### src/rtl/lift_scheduler.sv
// -----------------------------------------------------------------------------
// lift_scheduler
//
// Request scheduler and sequencer for a three-floor lift. The block latches
// call buttons, picks a travel direction with SCAN (keep going while calls
// remain ahead), and steps the external position counter one floor at a time.
// A shared timer paces each floor step and holds the door open at served floors.
//
// Ports
//   clk        : clock; all state changes on the rising edge
//   rst_n      : synchronous active-low reset
//   call_btn   : per-floor call request (bit0 = GROUND, bit2 = TWO)
//   cur_floor  : one-hot current floor from the position counter
//   req_floor  : one-hot adjacent floor to step toward (000 outside MOVE)
//   start      : one-cycle step enable to the position counter
//   door_open  : high while the door is held open
//   dir        : travel direction, 1 = up, 0 = down
//   pending    : latched outstanding calls
//   fault      : high while cur_floor is not one-hot
// -----------------------------------------------------------------------------
module lift_scheduler #(
    parameter int DOOR_CYCLES   = 4,
    parameter int TRAVEL_CYCLES = 3,
    parameter int TW            = 4
) (
    input  logic       clk,
    input  logic       rst_n,
    input  logic [2:0] call_btn,
    input  logic [2:0] cur_floor,
    output logic [2:0] req_floor,
    output logic       start,
    output logic       door_open,
    output logic       dir,
    output logic [2:0] pending,
    output logic       fault
);

    typedef enum logic [1:0] {
        S_IDLE  = 2'd0,
        S_MOVE  = 2'd1,
        S_CHECK = 2'd2,
        S_DOOR  = 2'd3
    } state_t;

    localparam logic [TW-1:0] DOOR_LOAD   = TW'(DOOR_CYCLES - 1);
    localparam logic [TW-1:0] TRAVEL_LOAD = TW'(TRAVEL_CYCLES - 1);
    localparam logic [TW-1:0] TIMER_ZERO  = {TW{1'b0}};

    // Floors strictly above the given one-hot floor.
    function automatic logic [2:0] above_mask(input logic [2:0] floor_v);
        logic [2:0] m;
        case (floor_v)
            3'b001:  m = 3'b110;
            3'b010:  m = 3'b100;
            3'b100:  m = 3'b000;
            default: m = 3'b000;
        endcase
        return m;
    endfunction

    // Floors strictly below the given one-hot floor.
    function automatic logic [2:0] below_mask(input logic [2:0] floor_v);
        logic [2:0] m;
        case (floor_v)
            3'b001:  m = 3'b000;
            3'b010:  m = 3'b001;
            3'b100:  m = 3'b011;
            default: m = 3'b000;
        endcase
        return m;
    endfunction

    // Adjacent floor in the given direction; only used when a call lies that way.
    function automatic logic [2:0] step_floor(input logic [2:0] floor_v, input logic up_v);
        logic [2:0] f;
        if (up_v) begin
            f = {floor_v[1:0], 1'b0};
        end else begin
            f = {1'b0, floor_v[2:1]};
        end
        return f;
    endfunction

    state_t        state_r;
    logic [TW-1:0] timer_r;
    logic          dir_r;
    logic [2:0]    pending_r;
    logic [2:0]    req_r;

    state_t        nxt_state_s;
    logic [TW-1:0] nxt_timer_s;
    logic          nxt_dir_s;
    logic [2:0]    nxt_req_s;
    logic [2:0]    clr_s;
    logic [2:0]    latch_s;
    logic          onehot_s;
    logic          here_s;
    logic [2:0]    ahead_s;
    logic [2:0]    behind_s;
    logic          door_hit_s;

    assign onehot_s = (cur_floor == 3'b001) || (cur_floor == 3'b010) || (cur_floor == 3'b100);
    assign here_s   = |(pending_r & cur_floor);
    assign ahead_s  = pending_r & (dir_r ? above_mask(cur_floor) : below_mask(cur_floor));
    assign behind_s = pending_r & (dir_r ? below_mask(cur_floor) : above_mask(cur_floor));

    // A call for the floor whose door is open extends the dwell instead of latching.
    assign door_hit_s = (state_r == S_DOOR) && (|(call_btn & cur_floor));
    assign latch_s    = call_btn & ~((state_r == S_DOOR) ? cur_floor : 3'b000);

    // Next-state, timer, direction and step target decode.
    always_comb begin
        nxt_state_s = state_r;
        nxt_timer_s = timer_r;
        nxt_dir_s   = dir_r;
        nxt_req_s   = req_r;
        clr_s       = 3'b000;
        case (state_r)
            S_IDLE, S_CHECK: begin
                if (!onehot_s) begin
                    nxt_state_s = S_IDLE;
                end else if (here_s) begin
                    nxt_state_s = S_DOOR;
                    nxt_timer_s = DOOR_LOAD;
                    clr_s       = cur_floor;
                end else if (ahead_s != 3'b000) begin
                    nxt_state_s = S_MOVE;
                    nxt_timer_s = TRAVEL_LOAD;
                    nxt_req_s   = step_floor(cur_floor, dir_r);
                end else if (behind_s != 3'b000) begin
                    nxt_state_s = S_MOVE;
                    nxt_timer_s = TRAVEL_LOAD;
                    nxt_dir_s   = ~dir_r;
                    nxt_req_s   = step_floor(cur_floor, ~dir_r);
                end else begin
                    nxt_state_s = S_IDLE;
                end
            end
            S_MOVE: begin
                if (!onehot_s) begin
                    nxt_state_s = S_IDLE;
                end else if (timer_r == TIMER_ZERO) begin
                    nxt_state_s = S_CHECK;
                end else begin
                    nxt_timer_s = timer_r - {{(TW-1){1'b0}}, 1'b1};
                end
            end
            S_DOOR: begin
                if (door_hit_s) begin
                    nxt_timer_s = DOOR_LOAD;
                end else if (timer_r == TIMER_ZERO) begin
                    nxt_state_s = S_IDLE;
                end else begin
                    nxt_timer_s = timer_r - {{(TW-1){1'b0}}, 1'b1};
                end
            end
            default: begin
                nxt_state_s = S_IDLE;
            end
        endcase
    end

    // State, timer, direction, step target and pending-call registers.
    always_ff @(posedge clk) begin
        if (!rst_n) begin
            state_r   <= S_IDLE;
            timer_r   <= TIMER_ZERO;
            dir_r     <= 1'b1;
            pending_r <= 3'b000;
            req_r     <= 3'b000;
        end else begin
            state_r   <= nxt_state_s;
            timer_r   <= nxt_timer_s;
            dir_r     <= nxt_dir_s;
            pending_r <= (pending_r | latch_s) & ~clr_s;
            req_r     <= nxt_req_s;
        end
    end

    // Outputs come straight from registered state; start is withheld on a bad floor code.
    assign req_floor = (state_r == S_MOVE) ? req_r : 3'b000;
    assign start     = (state_r == S_MOVE) && (timer_r == TIMER_ZERO) && onehot_s;
    assign door_open = (state_r == S_DOOR);
    assign dir       = dir_r;
    assign pending   = pending_r;
    assign fault     = ~onehot_s;

endmodule
### config.mk
export PLATFORM = sky130hd
export DESIGN_NAME = lift_scheduler
export DESIGN_NICKNAME = d
export VERILOG_FILES = /design/src/rtl/lift_scheduler.sv
export SDC_FILE = /design/constraint.sdc
export NUM_CORES = 1
export LEC_CHECK = 0
export CAP_MARGIN = 15
export CORE_MARGIN = 5
export CORE_UTILIZATION = 38
export CTS_CLUSTER_SIZE = 14
export DETAILED_ROUTE_END_ITERATION = 7
export SYNTH_ARGS = -nofsm -noshare
export SYNTH_HDL_FRONTEND = slang
export SYNTH_SLANG_ARGS = --single-unit
### constraint.sdc
create_clock -name clk -period 2 [get_ports clk]
set_input_delay 0.4 -clock clk [delete_from_list [all_inputs] [get_ports clk]]
set_output_delay 0.4 -clock clk [all_outputs]
set_load 0.02 [all_outputs]
# --- After elaboration in Yosys (flattened, before gate mapping) ---
# Cells that the tools add are included.
op_classes:
  addsub: 1
  n_eq_ne: 12
  mux: 30
  n_bitwise: 13
  reduce_logical: 17
ops:
  columns: ["op", "count"]
  rows:
  - ["3-bit two-way mux", 11]
  - ["4-bit two-way mux", 7]
  - ["3-bit AND", 6]
  - ["2-bit two-way mux", 6]
  - ["4-bit one-hot mux with 3 select lines", 1]
  - ["2-bit inequality test, second input constant", 3]
  - ["3-bit NOT", 2]
  - ["2-bit one-hot mux with 3 select lines", 1]
  - ["3-bit one-hot mux with 2 select lines", 1]
  - ["3-bit AND reduction", 2]
  - ["3-bit nonzero test", 2]
  - ["3-bit OR reduction", 2]
  - ["5-bit AND reduction", 1]
  - ["2-bit == test, second input constant", 2]
  - ["4-bit logical NOT", 1]
  - ["4-bit inequality test, second input constant", 1]
  - ["1-bit NOT", 4]
  - ["2-bit one-hot mux with 2 select lines", 1]
  - ["4-bit AND reduction", 1]
  - ["4-bit by 1-bit subtractor with 4-bit output, second input constant", 1]
  - ["3-bit by 1-bit == test with 1-bit output, second input constant", 1]
  - ["3-bit by 2-bit == test with 1-bit output, second input constant", 1]
  - ["3-bit == test, second input constant", 1]
  - ["1-bit logical AND", 3]
  - ["9 further kinds", 11]
totals:
  ff_bits: 13
  input_bits: 8
  out_inout_bits: 10
  wordCells: 78

# --- Longest topological paths before layout ---
# Gate-level depths: netlist of the first run.
logic_depth:
  depth_word: 10
  depth_mapped: 6
  mapped_depth_nobuf: 6

# --- Worst setup path after synthesis of the first run ---
# Ideal clock, no wire load.
synth_path:
  kind: "reg-to-reg"
  start: "register pending_r[2], in the netlist pending[2]"
  end: "register req_r[1]"
  arrival_time_ps: 1791
  slack_ps: 148
  path_stages_with_launch: 6
  path_buffers: 1
  period_less_slack_ps: 1852
  cell_sequence: "dfxtp_1 -> clkbuf_1 -> a222oi_1 -> nand2_2 -> a311oi_4 -> o221a_1"
synth_via:
  elab_chain_len: 4
synth_lines:
  columns: ["element", "line_no", "rtl"]
  rows:
  - ["from (decl)", "87", "logic [2:0] pending_r;"]
  - ["from (signal assigned)", "175", "pending_r <= (pending_r | latch_s) & ~clr_s;"]
  - ["3-bit AND, on equally long branches", "104, 103, 105", null]
  - ["3-bit nonzero test, or another cell as far along", "126", "end else if (ahead_s != 3'b000) begin"]
  - ["2-bit nonzero test (no source line) or 1-bit NOT (tied branches)", null, null]
  - ["4-bit AND reduction (no source line)", null, null]
  - ["to (signal assigned)", "176", "req_r <= nxt_req_s;"]
  - ["to (decl)", "88", "logic [2:0] req_r;"]
# Parallel ways exist; a longest one is shown, timed or not.
# A chain may end at the register's enable or synchronous reset.

# --- Worst setup path after layout of the first run ---
layout_path:
  start: "input port cur_floor[2]"
  end: "output port fault"
layout_via:
  elab_chain_len: 4
layout_lines:
  columns: ["element", "line_no", "rtl"]
  rows:
  - ["from (decl)", "29", "input logic [2:0] cur_floor,"]
  - ["3-bit by 1-bit == test with 1-bit output or 3-bit by 2-bit == test with 1-bit output (tied branches)", "102", "assign onehot_s = (cur_floor == 3'b001) || (cur_floor == 3'b010) || (cur_floor == 3'b100);"]
  - ["1-bit logical OR", "102", null]
  - ["1-bit logical OR (*)", "102", null]
  - ["1-bit NOT (*)", "186", "assign fault = ~onehot_s;"]
  - ["to (decl)", "35", "output logic fault"]
# Mark *: on every way between the ends. The rest lies on a longest branch, timed or not.

==> results.txt, run 1 <==
The number of antenna violations at the first check in global routing is 0. The worst setup path is of the in -> out kind. The share of flip-flops with an asynchronous set or reset after synthesis came out at 0. The number of synthesized flops with an enable pin came out at 0. The fraction of the mapped netlist area in compound gates is 0.364.

After synthesis, the share of cell area in mux cells is 0.0213. The final period demand of the worst path came out at between 1.5 and 2 ns. The core area came out at roughly 2400 um2. The startpoint type of the worst setup path is an input pin.

Clock tree synthesis selected as its root buffer the cell sky130_fd_sc_hd__clkbuf_4. The number of DRC violations after detailed routing is 0. STA classifies the critical path endpoint as an output port. Across the run, the number of max-cap violations was 0. The first-pass GRT wire length came out at between 4000 and 5000 um. The top cell types in the final layout, fill and taps aside, are sky130_fd_sc_hd__buf_4, sky130_fd_sc_hd__dfxtp_1, sky130_fd_sc_hd__nand2_1. Summing all flip-flop and latch instances after layout gives around 260 um2.

TritonCTS built the clock tree. In the synthesized netlist, the number of instances is about 120. The multi-input combinational cells in the finished layout cover a total of between 600 and 700 um2. For this run the aggregate overflow at the end of global routing stands at 0. The H-tree depth came out at 1.

The arrival time at the worst endpoint came out at around 1.5 ns. The final hold violation count came to 0. The congestion estimate from routability-driven global placement came to between 0.8 and 0.9. The run finished with clean final reports. The most critical setup path has its startpoint at cur_floor[2]. The largest buffer count on any clock path is 2. The utilization after layout is 0.564. The leakage dissipation is roughly 0.64 nW. Of the total synthesized cell area, the portion taken by XOR and XNOR cells is 0.00932. For this configuration, the core starts out at a cell density of 0.390. Across every metal layer, demand over resource in global routing totals 0.175. The final setup violation count came out at 0. The CTS buffer count came out at 3.

The number of DRC violations after detailed-routing iteration 0 came out at 45. The number of buffer cells added on primary ports came out at 17. In this run the tightest slew margin relative to its limit is 0.683.

In this run the most critical hold path is launched from req_r[0]. The clock network latency to the later pin of the worst-skew pair came out at 0.27 ns. The total nets after synthesis came out at 125.

The via count normalized by instance count came out at between 5 and 6. After synthesis, the largest family of logic cells by area is compound AO/OA/AOI/OAI gates. The number of global-route vias before repair was roughly 1100. The final routed wire length divided by cell count came out at 14.9 um.

The area share of the largest cell type after synthesis is 0.277. The die height came out at around 60 um. The half-perimeter wire length after detailed placement came out at approximately 2200 um. 0 antenna diodes ended up in the layout. The clock tree skew after final layout came out at between 0.009 and 0.01 ns.

The worst IR drop on VDD came out at roughly 0.00036 V. The library cell used most frequently in the layout, excluding fill and tap cells, is sky130_fd_sc_hd__buf_4. The data required time at the worst endpoint came out at approximately 1.6 ns. The area of the die came out at between 3000 and 4000 um2. Once detail routing completed, the nets flagged for antenna violations numbered 0. The clock transition at the register clock pins on the worst setup and hold paths after CTS is around 0.08 ns. The area overhead of the layout relative to synthesis came out at 44.7%. The count of vias placed by the detailed router is between 1000 and 1500. Setup repair after global routing left no endpoint under its margin.

The simple-gate share of the synthesized area is 0.252. Counting every sink on the clock net gives 13. The number of slew-limit violations in the final report was 0.

The highest clock frequency the design can meet came out at ~530 MHz. The design draws about 0.74 mW. The register area share after synthesis is 0.277. The count of yosys warnings during synthesis came out at 0.

The final setup TNS is 0 ns. Dividing the final minimum period by the clock period gives 0.935. The top fanout value on the critical path came out at 4.

In the post-synthesis netlist, the biggest area contributors are sky130_fd_sc_hd__dfxtp_1, sky130_fd_sc_hd__a21oi_1, sky130_fd_sc_hd__nand2_1, sky130_fd_sc_hd__o211ai_1, sky130_fd_sc_hd__inv_1. The net count reported at finish came out at about 170. The commonest register cell after synthesis is sky130_fd_sc_hd__dfxtp_1. Fill cells in the final layout number ~220. The I/O pin total is 18.

Entering global routing, the biggest net connects 13 pins. The type of the tightest min-delay check is reg -> reg. The largest total area in the synthesized netlist belongs to sky130_fd_sc_hd__dfxtp_1. The post-detailed-routing wire length came out at about 2800 um. Row generation in the floorplan step produced 18 rows. Of the total synthesized cell area, the portion taken by full adders, half adders and majority gates is 0.0133. The startpoint identified for the worst register-to-register timing path is timer_r[0].

Measured along the x axis, the die boundary spans between 50 and 60 um. The fraction of layout instances using a drive strength above 1 is 0.270. The mean instance size in the synthesized netlist came out at 8.10 um2. The power density normalized to cell area is 542 nW/um2. The hold buffer count at CTS came out at 0.

The flip-flop and latch count after synthesis is 13. At the pin with the least slew margin, the transition time is ~0.47 ns. The netlist area before placement is 940 um2. The number of detailed-route iterations in the first pass is 4. Synthesis instantiated 43 different standard cells from the library.
[synthesized netlist by cell type, types with 2 or more instances]
cell type,n
sky130_fd_sc_hd__o22ai_1,2
sky130_fd_sc_hd__a211oi_1,2
sky130_fd_sc_hd__and3_1,4
sky130_fd_sc_hd__a21o_1,2
sky130_fd_sc_hd__a222oi_1,2
sky130_fd_sc_hd__dfxtp_1,13
sky130_fd_sc_hd__or4_1,2
sky130_fd_sc_hd__mux2i_1,2
sky130_fd_sc_hd__a21oi_1,9
sky130_fd_sc_hd__o211ai_1,5
sky130_fd_sc_hd__a311oi_1,2
sky130_fd_sc_hd__nor2_1,4
sky130_fd_sc_hd__o311a_1,2
sky130_fd_sc_hd__nand2_1,12
sky130_fd_sc_hd__nor3b_1,2
sky130_fd_sc_hd__or3_1,3
sky130_fd_sc_hd__a2bb2oi_1,2
sky130_fd_sc_hd__inv_1,8
sky130_fd_sc_hd__o21ai_0,5
sky130_fd_sc_hd__clkbuf_1,5
sky130_fd_sc_hd__or3b_2,2
sky130_fd_sc_hd__nand3b_1,2
sky130_fd_sc_hd__nor3_1,3
sky130_fd_sc_hd__o221a_2,2
[per-stage QoR]
step           hold WS [ns]  area [um2]  setup WS (ns)  instances
6_report              0.461        1360          0.129        189
5_1_grt               0.489        1360         0.0548        189
4_1_cts               0.464        1350         0.0382        189
3_5_place_dp          0.454        1310         -0.564        183
3_3_place_gp          0.445        1310         -0.517        183
2_1_floorplan         0.430         940          0.148        116
[critical path, cell delays in order]
cell	delay, ns
sky130_fd_sc_hd__dlygate4sd2_1	0.29
sky130_fd_sc_hd__xor2_1	0.19
sky130_fd_sc_hd__a21o_1	0.22
sky130_fd_sc_hd__buf_4	0.15
sky130_fd_sc_hd__inv_1	0.06
sky130_fd_sc_hd__buf_2	0.16
[area by class of cell]
class                      count  share of cell area
multi-input combinational     89               0.463
timing repair buffer          45               0.277
sequential                    13               0.191
tap                           30              0.0276
inverter                       8              0.0221
clock buffer                   4              0.0193
[layer usage]
layer | vias up | track usage | share of wire
met3 | 2 | 0.0324 | 0.039
li1 | 540 | - | -
met1 | 517 | 0.211 | 0.44
met4 | 0 | 0.0759 | 0.0092
met5 | - | 0 | 0
met2 | 28 | 0.301 | 0.51
[repair_timing]
action,CTS,global route
endpoints found under the setup margin,7,5
resized for setup,13,5
pin swaps,2,0
setup buffers,2,0
[path summary, 6_finish.rpt]
path	to	cells after the start	slack, ns
hold / removal	req_r[0]	2	0.46
hold reg to reg	req_r[0]	2	0.46
setup / recovery	fault	6	0.13
setup reg to reg	timer_r[0]	6	0.25
[where the power goes]
| group | switching, mW | internal, mW | total, mW |
|---|---|---|---|
| logic | 0.136 | 0.142 | 0.278 |
| registers | 0.0208 | 0.274 | 0.295 |
| clock network | 0.0865 | 0.0771 | 0.164 |
[kinds of logic after synthesis]
group | count (synthesis)
flops | 13
simple gates | 41
buf+inv | 14
fa+ha+maj | 1
mux | 2
compound gates | 44
xor+xnor | 1
[registers in the layout, summed over array words and instances (netlist names)]
name / cells
req_r: 3
state_r: 2
pending: 3
timer_r: 4
dir: 1
No activity file was read; power rests on OpenSTA's default activity.
==> run 2, diff against run 1 <==
CAP_MARGIN = 20   (was 15)
==> results of run 2 <==
The final DEF is identical to that of run 1; final timing and power are the same.
